File: src/rtl/fmv_pkg.sv
// fmv_pkg
// Shared types and constants for the SRAM read/posted-write arbiter:
//   - SRAM address width and default timing/queue parameters
//   - arbiter state encoding
//   - layout of one posted-write queue entry ({byte address, data byte})
package fmv_pkg;

    localparam int SRAM_AW      = 19;
    localparam int RD_WAIT_DEF  = 2;
    localparam int WQ_DEPTH_DEF = 4;

    typedef enum logic [2:0] {
        ST_IDLE,
        ST_RD,
        ST_WR_SETUP,
        ST_WR_PULSE,
        ST_WR_HOLD
    } state_t;

    typedef struct packed {
        logic [SRAM_AW-1:0] addr;
        logic [7:0]         data;
    } wq_entry_t;

    localparam int WQ_ENTRY_W = $bits(wq_entry_t);

endpackage

File: src/rtl/srm_wr_fifo.sv
// srm_wr_fifo
// Small synchronous FIFO holding posted MCU writes until the arbiter
// gets the SRAM port. Head entry is visible combinationally on dout so
// the arbiter can latch it on the same edge that pops it.
// Ports:
//   clk, rst_n   clock (state changes on falling edge), sync active-low reset
//   push, din    enqueue request and data (ignored when full without pop)
//   pop          dequeue request (ignored when empty)
//   dout         current head entry
//   count        number of stored entries
//   full, empty  status flags
module srm_wr_fifo #(
    parameter int DEPTH = 4,
    parameter int WIDTH = 27
) (
    input  logic                     clk,
    input  logic                     rst_n,
    input  logic                     push,
    input  logic [WIDTH-1:0]         din,
    input  logic                     pop,
    output logic [WIDTH-1:0]         dout,
    output logic [$clog2(DEPTH):0]   count,
    output logic                     full,
    output logic                     empty
);

    localparam int AW = $clog2(DEPTH);

    logic [WIDTH-1:0] mem_q [DEPTH];
    logic [AW-1:0]    wr_ptr_reg;
    logic [AW-1:0]    rd_ptr_reg;
    logic [AW:0]      count_reg;
    logic             do_pop;
    logic             do_push;

    assign empty   = (count_reg == '0);
    assign full    = (count_reg == (AW+1)'(DEPTH));
    assign do_pop  = pop && !empty;
    // A full queue still accepts a push when the head leaves on the same edge.
    assign do_push = push && (!full || do_pop);

    // Storage: one register per slot, written only when the write pointer
    // selects it. Pointers wrap naturally because DEPTH is a power of 2.
    for (genvar gi = 0; gi < DEPTH; gi++) begin : g_slot
        always_ff @(negedge clk) begin
            if (do_push && (wr_ptr_reg == AW'(gi))) begin
                mem_q[gi] <= din;
            end
        end
    end

    always_ff @(negedge clk) begin
        if (!rst_n) begin
            wr_ptr_reg <= '0;
            rd_ptr_reg <= '0;
            count_reg  <= '0;
        end else begin
            if (do_push) begin
                wr_ptr_reg <= wr_ptr_reg + 1'b1;
            end
            if (do_pop) begin
                rd_ptr_reg <= rd_ptr_reg + 1'b1;
            end
            if (do_push && !do_pop) begin
                count_reg <= count_reg + 1'b1;
            end else if (do_pop && !do_push) begin
                count_reg <= count_reg - 1'b1;
            end
        end
    end

    assign dout  = mem_q[rd_ptr_reg];
    assign count = count_reg;

endmodule

File: src/rtl/fmv_srm_arb.sv
// fmv_srm_arb
// Arbitrates a single asynchronous 16-bit SRAM between CPU reads and
// byte-wide MCU writes that are posted through a small queue.
// Ports:
//   clk, rst_n                 clock (all state on falling edge), sync active-low reset
//   cpu_req, cpu_addr          level read request and byte address
//   cpu_rdata, cpu_rvalid      read data / valid (valid held until cpu_req drops)
//   pi_we, pi_addr, pi_data    single-cycle MCU write strobe, address, byte
//   wq_full, wq_ovf            queue full, sticky write-dropped flag
//   mem_addr, mem_di, mem_do   SRAM address, write data, read data
//   mem_oe, mem_we_hi/lo       SRAM output enable and byte-lane write strobes
module fmv_srm_arb
    import fmv_pkg::*;
#(
    parameter int RD_WAIT  = RD_WAIT_DEF,
    parameter int WQ_DEPTH = WQ_DEPTH_DEF
) (
    input  logic        clk,
    input  logic        rst_n,
    input  logic        cpu_req,
    input  logic [18:0] cpu_addr,
    output logic [15:0] cpu_rdata,
    output logic        cpu_rvalid,
    input  logic        pi_we,
    input  logic [18:0] pi_addr,
    input  logic [7:0]  pi_data,
    output logic        wq_full,
    output logic        wq_ovf,
    output logic [18:0] mem_addr,
    output logic [15:0] mem_di,
    input  logic [15:0] mem_do,
    output logic        mem_oe,
    output logic        mem_we_hi,
    output logic        mem_we_lo
);

    localparam int CW = $clog2(WQ_DEPTH) + 1;

    state_t      state_reg, state_next;
    logic        req_s_reg, req_d_reg;
    logic        pending_reg, pending_next;
    logic        rd_live_reg, rd_live_next;
    logic [2:0]  rd_cnt_reg, rd_cnt_next;
    logic [15:0] rdata_reg, rdata_next;
    logic        rvalid_reg, rvalid_next;
    logic [18:0] addr_reg, addr_next;
    logic [15:0] di_reg, di_next;
    logic        oe_reg, oe_next;
    logic        we_hi_reg, we_hi_next;
    logic        we_lo_reg, we_lo_next;
    logic        ovf_reg, ovf_next;

    wq_entry_t   wq_din, wq_head;
    logic        wq_pop, wq_empty, wq_full_i;
    logic [CW-1:0] wq_count;
    logic        req_rise, rd_go, wr_urgent;

    assign wq_din = '{addr: pi_addr, data: pi_data};

    srm_wr_fifo #(
        .DEPTH (WQ_DEPTH),
        .WIDTH (WQ_ENTRY_W)
    ) u_wq (
        .clk   (clk),
        .rst_n (rst_n),
        .push  (pi_we),
        .din   (wq_din),
        .pop   (wq_pop),
        .dout  (wq_head),
        .count (wq_count),
        .full  (wq_full_i),
        .empty (wq_empty)
    );

    // cpu_req is registered once, and the rising edge is taken between the
    // registered copy and its delayed copy; this fixes the read latency.
    assign req_rise  = req_s_reg && !req_d_reg;
    // A pending read is only serviced while the request is still asserted.
    assign rd_go     = pending_reg && req_s_reg;
    // A nearly full queue takes the port ahead of reads so it cannot overflow.
    assign wr_urgent = !wq_empty && (wq_count >= CW'(WQ_DEPTH - 1));

    always_comb begin
        state_next   = state_reg;
        pending_next = pending_reg;
        rd_live_next = rd_live_reg;
        rd_cnt_next  = rd_cnt_reg;
        rdata_next   = rdata_reg;
        rvalid_next  = rvalid_reg && req_s_reg;
        addr_next    = addr_reg;
        di_next      = di_reg;
        oe_next      = 1'b0;
        we_hi_next   = 1'b0;
        we_lo_next   = 1'b0;
        wq_pop       = 1'b0;

        if (!req_s_reg) begin
            pending_next = 1'b0;
        end else if (req_rise) begin
            pending_next = 1'b1;
        end

        case (state_reg)
            ST_IDLE: begin
                if (wr_urgent || (!rd_go && !wq_empty)) begin
                    wq_pop     = 1'b1;
                    addr_next  = wq_head.addr;
                    di_next    = {wq_head.data, wq_head.data};
                    state_next = ST_WR_SETUP;
                end else if (rd_go) begin
                    addr_next    = cpu_addr;
                    oe_next      = 1'b1;
                    rd_cnt_next  = 3'd0;
                    pending_next = 1'b0;
                    rd_live_next = 1'b1;
                    state_next   = ST_RD;
                end
            end
            ST_RD: begin
                // Dropping cpu_req mid-read lets the access finish silently.
                rd_live_next = rd_live_reg && req_s_reg;
                if (rd_cnt_reg == 3'(RD_WAIT - 1)) begin
                    if (rd_live_reg && req_s_reg) begin
                        rdata_next  = mem_do;
                        rvalid_next = 1'b1;
                    end
                    state_next = ST_IDLE;
                end else begin
                    oe_next     = 1'b1;
                    rd_cnt_next = rd_cnt_reg + 3'd1;
                end
            end
            ST_WR_SETUP: begin
                we_hi_next = !addr_reg[0];
                we_lo_next = addr_reg[0];
                state_next = ST_WR_PULSE;
            end
            ST_WR_PULSE: begin
                state_next = ST_WR_HOLD;
            end
            ST_WR_HOLD: begin
                state_next = ST_IDLE;
            end
            default: begin
                state_next = ST_IDLE;
            end
        endcase

        ovf_next = ovf_reg || (pi_we && wq_full_i && !wq_pop);
    end

    always_ff @(negedge clk) begin
        if (!rst_n) begin
            state_reg   <= ST_IDLE;
            req_s_reg   <= 1'b0;
            req_d_reg   <= 1'b0;
            pending_reg <= 1'b0;
            rd_live_reg <= 1'b0;
            rd_cnt_reg  <= 3'd0;
            rdata_reg   <= 16'd0;
            rvalid_reg  <= 1'b0;
            addr_reg    <= 19'd0;
            di_reg      <= 16'd0;
            oe_reg      <= 1'b0;
            we_hi_reg   <= 1'b0;
            we_lo_reg   <= 1'b0;
            ovf_reg     <= 1'b0;
        end else begin
            state_reg   <= state_next;
            req_s_reg   <= cpu_req;
            req_d_reg   <= req_s_reg;
            pending_reg <= pending_next;
            rd_live_reg <= rd_live_next;
            rd_cnt_reg  <= rd_cnt_next;
            rdata_reg   <= rdata_next;
            rvalid_reg  <= rvalid_next;
            addr_reg    <= addr_next;
            di_reg      <= di_next;
            oe_reg      <= oe_next;
            we_hi_reg   <= we_hi_next;
            we_lo_reg   <= we_lo_next;
            ovf_reg     <= ovf_next;
        end
    end

    assign cpu_rdata  = rdata_reg;
    assign cpu_rvalid = rvalid_reg;
    assign wq_full    = wq_full_i;
    assign wq_ovf     = ovf_reg;
    assign mem_addr   = addr_reg;
    assign mem_di     = di_reg;
    assign mem_oe     = oe_reg;
    assign mem_we_hi  = we_hi_reg;
    assign mem_we_lo  = we_lo_reg;

endmodule
File: config.mk
export PLATFORM = sky130hd
export DESIGN_NAME = fmv_srm_arb
export DESIGN_NICKNAME = d
export VERILOG_FILES = /design/src/rtl/fmv_pkg.sv /design/src/rtl/srm_wr_fifo.sv /design/src/rtl/fmv_srm_arb.sv
export SDC_FILE = /design/constraint.sdc
export NUM_CORES = 1
export LEC_CHECK = 0
export BUFFER_PORTS_ARGS = -buffer_cell sky130_fd_sc_hd__buf_2
export CAP_MARGIN = 10
export CORE_ASPECT_RATIO = 1.1
export CORE_MARGIN = 2
export CORE_UTILIZATION = 34
export CTS_BUF_LIST = sky130_fd_sc_hd__clkbuf_4
export DETAILED_ROUTE_END_ITERATION = 12
export SYNTH_ARGS = -nofsm -noshare
export SYNTH_HDL_FRONTEND = slang
export SYNTH_SLANG_ARGS = --single-unit
File: constraint.sdc
create_clock -name clk -period 6.9 [get_ports clk]
set_input_delay 0.345 -clock clk [delete_from_list [all_inputs] [get_ports clk]]
set_output_delay 0.345 -clock clk [all_outputs]
set_load 0.005 [all_outputs]
Word-level counts from Yosys, hierarchy flattened
Memory sizes are Yosys's and may differ from the RTL's. A register that Yosys moved wholly into a read port is not among the register bits.
Index checks and enable logic that the tools add are counted.
- bits in writable memories: 108
- memories kept: 1
- output and inout bits: 57
- flip-flop bits (word level): 73
- logic and storage cells: 128
- input bits: 66
- memories (memory ; words ; width ; read ports ; clocked after memory_dff ; write ports ; RTL line ; RTL):
    u_wq.mem_q ; 4 ; 27 ; 1 ; 1 ; 1 ; srm_wr_fifo.sv:29 ; logic [WIDTH-1:0] mem_q [DEPTH];
- add/subtract/negate cells: 5
- eq/ne operators: 13
- reductions and logical operators: 43
- mux-type cells: 48
- magnitude comparators: 1
- operators by type and width (kind ; count):
    $mux W27 ; 3
    $reduce_or A27 Y1 ; 3
    $mux W19 ; 2
    $mux W1 ; 26
    $mux W3 ; 8
    $logic_and A1 B1 Y1 ; 16
    $pmux W3 S4 ; 1
    $mux W2 ; 5
    $logic_not A1 Y1 ; 8
    $ne A2 B2 Y1 const B ; 4
    $reduce_and A2 Y1 ; 4
    $add A3 B1 Y3 const B ; 2
    $eq A3 B1 Y1 const B ; 2
    $eq A3 B2 Y1 const B ; 2
    $logic_not A3 Y1 ; 2
    $pmux W3 S2 ; 1
    $reduce_and A3 Y1 ; 2
    $reduce_bool A2 Y1 ; 3
    $add A2 B1 Y2 const B ; 2
    $eq A2 B2 Y1 const B ; 2
    $pmux W1 S2 ; 2
    $reduce_and A4 Y1 ; 1
    $eq A3 B3 Y1 const B ; 1
    $ge A3 B2 Y1 const B ; 1
    5 further kinds ; 7

Logic depth before layout (Yosys ltp)
Gate-level depths: netlist of the first run.
- word-level depth: 16
- depth in mapped cells: 11
- mapped depth without buffers: 9

Cells and area by module
From an unflattened synthesis of the first run, not the netlist that was laid out.
- cell total of the unflattened synthesis: 430
- area, all modules: 6792.8 µm²
- modules (own cells, without submodules) (module ; seq. area each (µm²) ; area an instance (µm²) ; times used ; cells each):
    srm_wr_fifo ; 3423.3 ; 4438.0 ; 1 ; 190
    fmv_srm_arb ; 1161.1 ; 2354.8 ; 1 ; 240

==> results.json, run 1 <==
{
  "fin_skew_ps": 29.54,
  "cts_setup_buffers": 0,
  "gp_congestion": 0.7285,
  "nNetsFinal": 841,
  "hold_viol": 0,
  "dp_hpwl_microns": 9890,
  "grtUsageMet2_pct": 25.40,
  "fp.dieH_microns": 152.8,
  "h-tree-depth": 4,
  "yosysTopAreaCellShare_pct": 47.36,
  "drtPass1Iterations": 5,
  "power.clock.fraction_pct": 30.2,
  "vias": 4997,
  "worstHoldStart": "cpu_rdata[10]$_SDFFE_NN0P_",
  "drt_iter0_drc": 302,
  "crit_type": "reg -> out",
  "rows": 54,
  "synth.avg_cell_area_sq_um": 14.15,
  "whs_path_depth": 2,
  "startpoint_type": "flip-flop",
  "grt_start_max_net_pins": 39,
  "clk_latency_ps": 580,
  "numPortBuffers": 122,
  "synth_nets": 558,
  "wl_per_cell_microns": 15.46,
  "arrival_ps": 5310,
  "intPower_uw": 1973,
  "netlist_instances": 484,
  "ys_async_sr_fraction_pct": 0,
  "ys_ff_latch": 175,
  "ys_seq_area_share_pct": 66.95,
  "p_per_area_nw_per_um2": 373.3,
  "synth-edff-count": 108,
  "p_leak_uw": 0.003803,
  "setup_tns_ps": 0,
  "cts_tree": "built",
  "grt_use_total_pct": 15.35,
  "drive_above_1_share_pct": 27.82,
  "comb_power_share_pct": 25.3,
  "start_util_pct": 34.59,
  "worst-r2r-cell-count": 8,
  "max_slew_margin_pct": 30.86,
  "busiest_layer": "met2",
  "crit_required_ps": 6550,
  "die_width_microns": 139.3,
  "tightest_slew_ps": 1037,
  "synth.most_common_cell": "edfxtp_1",
  "r2r_end": "u_wq.count[2]$_SDFFE_NN0P_",
  "setup_viol": 0,
  "cts_made_buffers": 17,
  "viasPerCell": 4.837,
  "seq_power_share_pct": 44.5,
  "fp.dieArea_sq_um": 21290,
  "dpl_cell_area_sq_um": 7621,
  "largest_register_ffs": 108,
  "status": "finished, final reports clean",
  "rsz0062_at_grt": "false",
  "grt_pass1_vias": 5462,
  "totalWireLength_microns": 15970,
  "ant_nets": 0,
  "cts_root_buf": "clkbuf_4",
  "crit_fanout": 23,
  "synthTopCellsByArea": "edfxtp_1 47%, dfxtp_1 20%, mux4_2 8.9%, o21ai_0 3.6%, a31oi_1 1.8%",
  "grt.overflow.total": 0,
  "clock-sinks": 175,
  "postLayoutCellArea_sq_um": 8563,
  "min_path_type": "reg -> reg",
  "clkTransAtPathRegs_ps": 40,
  "grt_pass1_wl_microns": 25500,
  "vdd_drop_max_uv": 145.9,
  "ioPinCount": 123,
  "synthFlopType": "edfxtp_1",
  "reg2reg_slack_ps": 4250,
  "worstSetupEndpointType": "output port",
  "power.switching_uw": 1224,
  "cts.path.max_buffers": 2,
  "slew_viol_final": 0,
  "whs_endpoint": "cpu_rdata[10]$_SDFFE_NN0P_",
  "cap_violations": 0,
  "switching_share_pct": 38.29,
  "synth_cell_type_count": 45,
  "grt_use_met1_pct": 16.52,
  "synth_area_sq_um": 6848,
  "largest-register": "u_wq.mem_q",
  "antenna_found_initial": 2,
  "post_cts_resized": 0,
  "synth_top_cell_by_area": "edfxtp_1",
  "reg2reg_from": "state_reg[1]$_SDFFE_NN0P_",
  "coreArea_sq_um": 19800,
  "cts.hold.buffers_added": 0,
  "synthTopCellsByCount": "108 x edfxtp_1, 67 x dfxtp_1, 49 x o21ai_0",
  "grt_use_met3_pct": 6.986,
  "drc_errors": 0,
  "area_growth_pct": 25.05,
  "yosys_warnings": 0
}
[layout by cell type (no fill, tap or decap), types with 4 or more instances in the layout]
master	instances
a31oi_1	20
o211ai_1	8
clkbuf_4	17
a21oi_1	20
nor2_1	13
a21oi_2	10
inv_8	4
nand3_1	21
nand2_2	9
inv_1	182
and2_1	8
buf_2	122
edfxtp_1	108
mux4_2	27
o21ai_0	49
clkinv_4	4
buf_4	10
ha_1	7
nand2_1	29
dfxtp_1	66
[layer usage]
layer  vias up  wire length [microns]
met1      2419                   6519
li1       2387                      -
met4         0                    189
met5         -                      0
met3        13                   1076
met2       178                   8188
[layout make-up]
| cell class | count | area (sq um) |
|---|---|---|
| fillers | 1915 | 11230 |
| flip-flops and latches | 175 | 4586 |
| multi-input cells | 258 | 2001 |
| clock inverters | 190 | 815.8 |
| repair buffers | 132 | 685.7 |
| well taps | 252 | 315.3 |
| clock buffers | 17 | 127.6 |
| inverters | 8 | 30.03 |
| diodes | 1 | 2.502 |
[how the worst max path moves through the flow]
stage / to / slack (ps) / startpoint / depth (start not counted)
2_1_floorplan: u_wq.count[2]$_SDFFE_NN0P_ / 1530 / pi_we / 8
3_3_place_gp: u_wq.count[2]$_SDFFE_NN0P_ / 1310 / pi_we / 9
3_5_place_dp: u_wq.count[2]$_SDFFE_NN0P_ / 1240 / pi_we / 9
4_1_cts: wq_full / 1190 / u_wq.count[2]$_SDFFE_NN0P_ / 3
5_1_grt: wq_full / 1070 / u_wq.count[2]$_SDFFE_NN0P_ / 3
6_report: wq_full / 1240 / u_wq.count[2]$_SDFFE_NN0P_ / 3
[cell families (layout without fill, tap and decap cells)]
family          after synthesis  count (layout)  share of synthesized area, %
other cells                   0               1                             0
xor+xnor                      5               5                        0.6396
mux                          30              30                         9.318
buf+inv                      51             347                         3.928
compound gates              117             117                         10.31
fa+ha+maj                     8               8                         1.571
simple gates                 98              98                         7.290
flops                       175             175                         66.95
[per-stage QoR]
step | power (uW) | util [%] | hold WS, ps | setup slack [ps] | std cells
6_report | 3197 | 43.26 | 449.3 | 1242 | 1033
3_5_place_dp | 2412 | 38.50 | 445.4 | 1242 | 826
5_1_grt | 3479 | 43.26 | 465.4 | 1070 | 1033
4_1_cts | 3262 | 43.24 | 451.7 | 1192 | 1032
3_3_place_gp | 2383 | 38.50 | 439.1 | 1305 | 826
2_1_floorplan | 2130 | - | 437.2 | 1530 | 484
[critical path, cell delays in order, from the launching register on]
cell	delay (ps)
dfxtp_1	320
inv_1	340
nor3_1	450
buf_2	190
[power by group through the flow]
| stage | Combinational (uW) | Sequential [uW] | Clock [uW] |
|---|---|---|---|
| final | 808 | 1420 | 967 |
| after global placement | 797 | 1430 | 152 |
| after floorplan | 605 | 1370 | 152 |
| after global routing | 892 | 1450 | 1140 |
| after detailed placement | 814 | 1450 | 152 |
| after CTS | 817 | 1430 | 1020 |
Note: power is estimated with default switching activity, not from simulation.
==> run 2, diff against run 1 <==
--- a/config.mk
+++ b/config.mk
@@ -5,6 +5,7 @@
 export SDC_FILE = /design/constraint.sdc
 export NUM_CORES = 1
 export LEC_CHECK = 0
+export ABC_AREA = 1
 export BUFFER_PORTS_ARGS = -buffer_cell sky130_fd_sc_hd__buf_2
 export CAP_MARGIN = 10
 export CORE_ASPECT_RATIO = 1.1
==> constraint.sdc (replaced) <==
create_clock -name clk -period 4.7 [get_ports clk]
set_input_delay 0.235 -clock clk [delete_from_list [all_inputs] [get_ports clk]]
set_output_delay 0.235 -clock clk [all_outputs]
set_load 0.005 [all_outputs]
==> run 2 against run 1 <==
  * Utilization is 0.46 points lower
  * Synthesized area increased by 4.1%
  * Via count up 16%
  * Largest cell class unchanged
  * Highest routed layer unchanged
==> results.json, run 2 <==
{
  "critPathBufInv": 2,
  "setup_tns_ps": 0,
  "ant_nets": 0,
  "max_slew_margin_pct": 36.96,
  "fp.dieH_microns": 155.8,
  "worst_slack_ps": 680.9,
  "clock-sinks": 175,
  "synth.most_common_cell": "nand2_1",
  "arrival_ps": 3780,
  "cap_violations": 0,
  "antenna_found_initial": 0,
  "critical-path-top-delay-family": "flip-flops",
  "postLayoutCellArea_sq_um": 8806,
  "hold_viol": 0,
  "cts_setup_buffers": 0,
  "cts.hold.buffers_added": 0,
  "rows": 55,
  "synth_area_sq_um": 7127,
  "clk_latency_ps": 580,
  "synth.avg_cell_area_sq_um": 9.749,
  "critical-path-max-stage-delay_ps": 390,
  "synth_top_cell_by_area": "edfxtp_1",
  "synthTopCellsByArea": "edfxtp_1 46%, dfxtp_1 19%, nand2_1 9.2%, nor2_1 7.8%, o21ai_0 2.5%",
  "startpoint_type": "flip-flop",
  "grt.overflow.total": 0,
  "p_per_area_nw_per_um2": 564.2,
  "viasPerCell": 4.514,
  "drtPass1Iterations": 4,
  "diodes": 0,
  "largest_register_ffs": 108,
  "yosysTopAreaCellShare_pct": 45.51,
  "yosys.area_share.simple_pct": 20.58,
  "ys_async_sr_fraction_pct": 0,
  "drc_errors": 0,
  "totalWireLength_microns": 16280,
  "die_width_microns": 142.0,
  "synth-edff-count": 108,
  "ioPinCount": 123,
  "h-tree-depth": 4,
  "vias": 5787,
  "muxShareOfSynthArea_pct": 0,
  "setup_viol": 0,
  "coreArea_sq_um": 20580,
  "dpl_worst_slack_ps": 636.9,
  "synthFlopType": "edfxtp_1",
  "gp_congestion": 0.7748,
  "synth_compound_area_share_pct": 7.040,
  "synth_fa_ha_area_share_pct": 1.510,
  "post_cts_resized": 0,
  "numPortBuffers": 122,
  "grt_use_total_pct": 14.76,
  "worstPathCellList": "inv_2 -> nand2_1 -> nor2_1 -> buf_2",
  "status": "finished, final reports clean",
  "fin_skew_ps": 30.58,
  "worstSetupEndpointType": "output port",
  "rsz0062_at_grt": "false",
  "synth_xor_area_share_pct": 0.3687,
  "clkTransAtPathRegs_ps": 50,
  "grt_pass1_vias": 5777,
  "wl_per_cell_microns": 12.70,
  "cts.path.max_buffers": 2,
  "ys_ff_latch": 175,
  "ys_seq_area_share_pct": 64.33,
  "tightest_slew_ps": 944.2,
  "cts_made_buffers": 17,
  "start_util_pct": 34.64,
  "drive_above_1_share_pct": 17.93,
  "netlist_instances": 731,
  "drt_iter0_drc": 276,
  "crit_type": "reg -> out",
  "nNetsFinal": 1087,
  "cts_root_buf": "clkbuf_4",
  "grt_start_max_net_pins": 55,
  "dpl_cell_area_sq_um": 7849,
  "grt_pass1_wl_microns": 25610,
  "dp_hpwl_microns": 9868,
  "fp.dieArea_sq_um": 22140,
  "largest-register": "u_wq.mem_q",
  "synthTopCellsByCount": "174 x nand2_1, 149 x nor2_1, 108 x edfxtp_1",
  "slew_viol_final": 0,
  "cts_tree": "built",
  "synth_top_family_by_area": "simple AND/OR/NAND/NOR gates",
  "yosys_warnings": 0,
  "crit_fanout": 6,
  "crit_required_ps": 4470,
  "area_growth_pct": 23.56,
  "mostFrequentLayoutCells": "207 x inv_1, 174 x nand2_1, 145 x nor2_1",
  "p_leak_uw": 0.004406,
  "min_path_type": "reg -> reg",
  "timing.hold.ws_ps": 453.6,
  "final_common_cell": "inv_1",
  "synth_cell_type_count": 32,
  "vdd_drop_max_uv": 222.1,
  "cpMaxStageDelayCell": "dfxtp_1",
  "synth_nets": 805
}
-- run 2: path summary, 6_finish.rpt --
check | from | endpoint | slack, ps | cells past startpoint
setup / recovery | u_wq.count[0]$_SDFFE_NN0P_ | wq_full | 680 | 4
hold / removal | mem_addr[0]$_SDFFE_NN0P_ | mem_we_lo$_SDFF_NN0_ | 450 | 2
setup reg to reg | u_wq.count[0]$_SDFFE_NN0P_ | u_wq.count[2]$_SDFFE_NN0P_ | 2280 | 10
hold reg to reg | mem_addr[0]$_SDFFE_NN0P_ | mem_we_lo$_SDFF_NN0_ | 450 | 2
-- run 2: area by class of cell --
cell class / count / area [sq um]
Fill cell: 2048 / 11770
Sequential cell: 175 / 4584
Multi-Input combinational cell: 474 / 2112
Clock inverter: 190 / 833.3
Timing Repair Buffer: 130 / 670.6
Tap cell: 256 / 320.3
Inverter: 40 / 157.7
Clock buffer: 17 / 127.6
-- run 2: power by group --
| part | internal [uW] | total, uW | switching, uW | leakage, uW |
|---|---|---|---|---|
| logic | 499 | 1580 | 1080 | 0.00177 |
| clock network | 449 | 1440 | 991 | 0.00110 |
| registers | 1840 | 1950 | 107 | 0.00154 |
| total | 2790 | 4970 | 2180 | 0.00441 |
-- run 2: layer usage --
layer / track usage, % / up-vias / wire length, microns
met1: 16.70 / 2641 / 7116
li1: - / 2959 / -
met2: 22.66 / 165 / 7832
met4: 9.524 / 0 / 269
met5: 0 / - / 0
met3: 6.538 / 22 / 1063
-- run 2: cell families after synthesis --
kind of cell,Yosys count
DFF,175
buffers and inverters,82
AOI/OAI and AO/OA,97
xor gates and xnor gates,3
and+or+nand+nor,366
adders and majority gates,8
-- run 2: per-stage QoR --
| step | std cells | utilization, % | power, uW |
|---|---|---|---|
| floorplan | 731 | - | 3428 |
| global placement | 1076 | 38.15 | 3770 |
| detailed placement | 1076 | 38.15 | 3788 |
| CTS | 1282 | 42.80 | 5061 |
| global route | 1282 | 42.80 | 5471 |
| finish | 1282 | 42.80 | 4968 |
-- run 2: worst register-to-register path, delay by kind of cell (launching register included) --
family,cells,cell delay (ps)
compound gates,3,530
flops,1,390
buf+inv,1,60
simple gates,4,750
fa+ha+maj,2,590
==> run 3, diff against run 2 <==
--- a/config.mk
+++ b/config.mk
@@ -10,9 +10,10 @@
 export CAP_MARGIN = 10
 export CORE_ASPECT_RATIO = 1.1
 export CORE_MARGIN = 2
-export CORE_UTILIZATION = 34
+export CORE_UTILIZATION = 50
 export CTS_BUF_LIST = sky130_fd_sc_hd__clkbuf_4
 export DETAILED_ROUTE_END_ITERATION = 12
+export PLACE_DENSITY = 0.75
 export SYNTH_ARGS = -nofsm -noshare
 export SYNTH_HDL_FRONTEND = slang
 export SYNTH_SLANG_ARGS = --single-unit
==> run 3 against run 2 <==
  * Final cell count down 5.4%
  * Clock skew increased by 9.1 ps
  * Global-route usage increased by 5.0 points
  * Power grew 0.79%
  * Count of clock-buffer cells in the layout unchanged
  * Sequential power barely moved
  * Routed wire length fell by 7.6%
  * Flip-flop and latch count is the same
  * Setup slack better by 45 ps
  * Worst hold slack worse by 11 ps
  * Cell area is 0.78% lower
==> results.json, run 3 (same netlist as run 2, synthesis figures left out) <==
{
  "status": "finished, final reports clean",
  "worst_slack_ps": 725.5,
  "grt.overflow.total": 0,
  "startpoint_type": "flip-flop",
  "drtPass1Iterations": 5,
  "cts_made_buffers": 17,
  "numPortBuffers": 122,
  "crit_fanout": 5,
  "drive_above_1_share_pct": 17.77,
  "intPower_uw": 2919,
  "final_common_cell": "inv_1",
  "start_util_pct": 51.45,
  "comb_power_share_pct": 31.0,
  "vdd_drop_max_uv": 300.9,
  "switching_share_pct": 41.71,
  "setup_tns_ps": 0,
  "ant_nets": 0,
  "vias": 5736,
  "crit_type": "reg -> out",
  "coreArea_sq_um": 13850,
  "dp_hpwl_microns": 8938,
  "max_slew_margin_pct": 30.01,
  "power.switching_uw": 2089,
  "largest_register_ffs": 108,
  "rsz0062_at_grt": "false",
  "grt_start_max_net_pins": 56,
  "tightest_slew_ps": 1048,
  "slew_viol_final": 0,
  "totalWireLength_microns": 15040,
  "clk_latency_ps": 590,
  "antenna_found_initial": 1,
  "worstSetupEndpointType": "output port",
  "arrival_ps": 3740,
  "nNetsFinal": 1085,
  "grt_pass1_wl_microns": 23720,
  "fp.dieArea_sq_um": 15230,
  "drt_iter0_drc": 438,
  "crit_required_ps": 4470,
  "setup_viol": 0,
  "seq_power_share_pct": 39.4,
  "cts_tree": "built",
  "cts_setup_buffers": 0,
  "cap_violations": 0,
  "area_growth_pct": 22.59,
  "mostFrequentLayoutCells": "207 x inv_1, 174 x nand2_1, 145 x nor2_1",
  "ioPinCount": 123,
  "min_path_type": "reg -> reg",
  "cts.hold.buffers_added": 0,
  "clkTransAtPathRegs_ps": 50,
  "power.clock.fraction_pct": 29.6,
  "p_leak_uw": 0.004404,
  "viasPerCell": 4.729,
  "clock-sinks": 175,
  "grt_use_total_pct": 19.72,
  "post_cts_resized": 0,
  "cts.path.max_buffers": 2,
  "fp.dieH_microns": 129.2,
  "largest-register": "u_wq.mem_q",
  "dpl_worst_slack_ps": 559.3,
  "rows": 45,
  "p_per_area_nw_per_um2": 573.1,
  "wl_per_cell_microns": 12.40,
  "hold_viol": 0,
  "dpl_cell_area_sq_um": 7774,
  "cts_root_buf": "clkbuf_4",
  "h-tree-depth": 4,
  "fin_skew_ps": 39.65,
  "die_width_microns": 117.8,
  "drc_errors": 0,
  "gp_congestion": 0.7675,
  "grt_pass1_vias": 5475,
  "postLayoutCellArea_sq_um": 8737
}
## run 3: changes by cell type in the layout (fill, tap and decap cells not counted)
| cell | change |
|---|---|
| buf_4 | -4 |
| clkinv_8 | -4 |
| inv_8 | -4 |
| bufinv_16 | +3 |
| buf_12 | +2 |
| clkinvlp_2 | +2 |
| inv_4 | +2 |
| clkinv_4 | +1 |
| diode_2 | +1 |
| inv_12 | -1 |
| inv_6 | +1 |
## run 3: routing by layer
| metal | vias to the layer above | part of all wire, % | GRT usage, % |
|---|---|---|---|
| met5 | - | 0 | 0 |
| met4 | 0 | 0.71 | 9.922 |
| met3 | 12 | 5.4 | 8.979 |
| met2 | 155 | 50 | 30.37 |
| met1 | 2614 | 44 | 23.61 |
| li1 | 2955 | - | - |
## run 3: area by class of cell
class                           count  area (sq um)
Multi-Input combinational cell    474          2112
Inverter                           40         157.7
Antenna cell                        1         2.502
Clock inverter                    190         837.1
Timing Repair Buffer              128         680.7
Tap cell                          188         235.2
Sequential cell                   175          4584
Clock buffer                       17         127.6
Fill cell                        1175          5114
## run 3: power by group through the flow
stage          clock network, uW  logic (uW)  registers (uW)
2_1_floorplan                223        1230            1970
3_3_place_gp                 223        1510            2000
3_5_place_dp                 223        1530            2000
4_1_cts                     1540        1550            1970
5_1_grt                     1710        1770            1990
6_report                    1480        1550            1970
## run 3: path summary, 6_finish.rpt
path	start	endpoint	slack [ps]	depth (start not counted)
worst max-delay path	u_wq.count[1]$_SDFFE_NN0P_	wq_full	730	4
worst min-delay path	wq_ovf$_SDFF_NN0_	wq_ovf$_SDFF_NN0_	440	2
worst max register to register	u_wq.count[0]$_SDFFE_NN0P_	u_wq.count[2]$_SDFFE_NN0P_	2290	11
worst min register to register	wq_ovf$_SDFF_NN0_	wq_ovf$_SDFF_NN0_	440	2
## run 3: per-stage QoR
| step | hold slack [ps] | std cells | total power, uW | util [%] |
|---|---|---|---|---|
| global placement | 433.0 | 1006 | 3727 | 56.12 |
| global route | 468.3 | 1213 | 5476 | 63.08 |
| floorplan | 440.0 | 731 | 3428 | - |
| finish | 443.1 | 1213 | 5007 | 63.08 |
| CTS | 445.0 | 1212 | 5066 | 63.06 |
| detailed placement | 439.2 | 1006 | 3757 | 56.12 |
## run 3: critical path: stages, from the launching register on
cell and delay (ps):
dfxtp_1 360, inv_1 110, nand2_1 70, nor2_1 140, buf_2 140
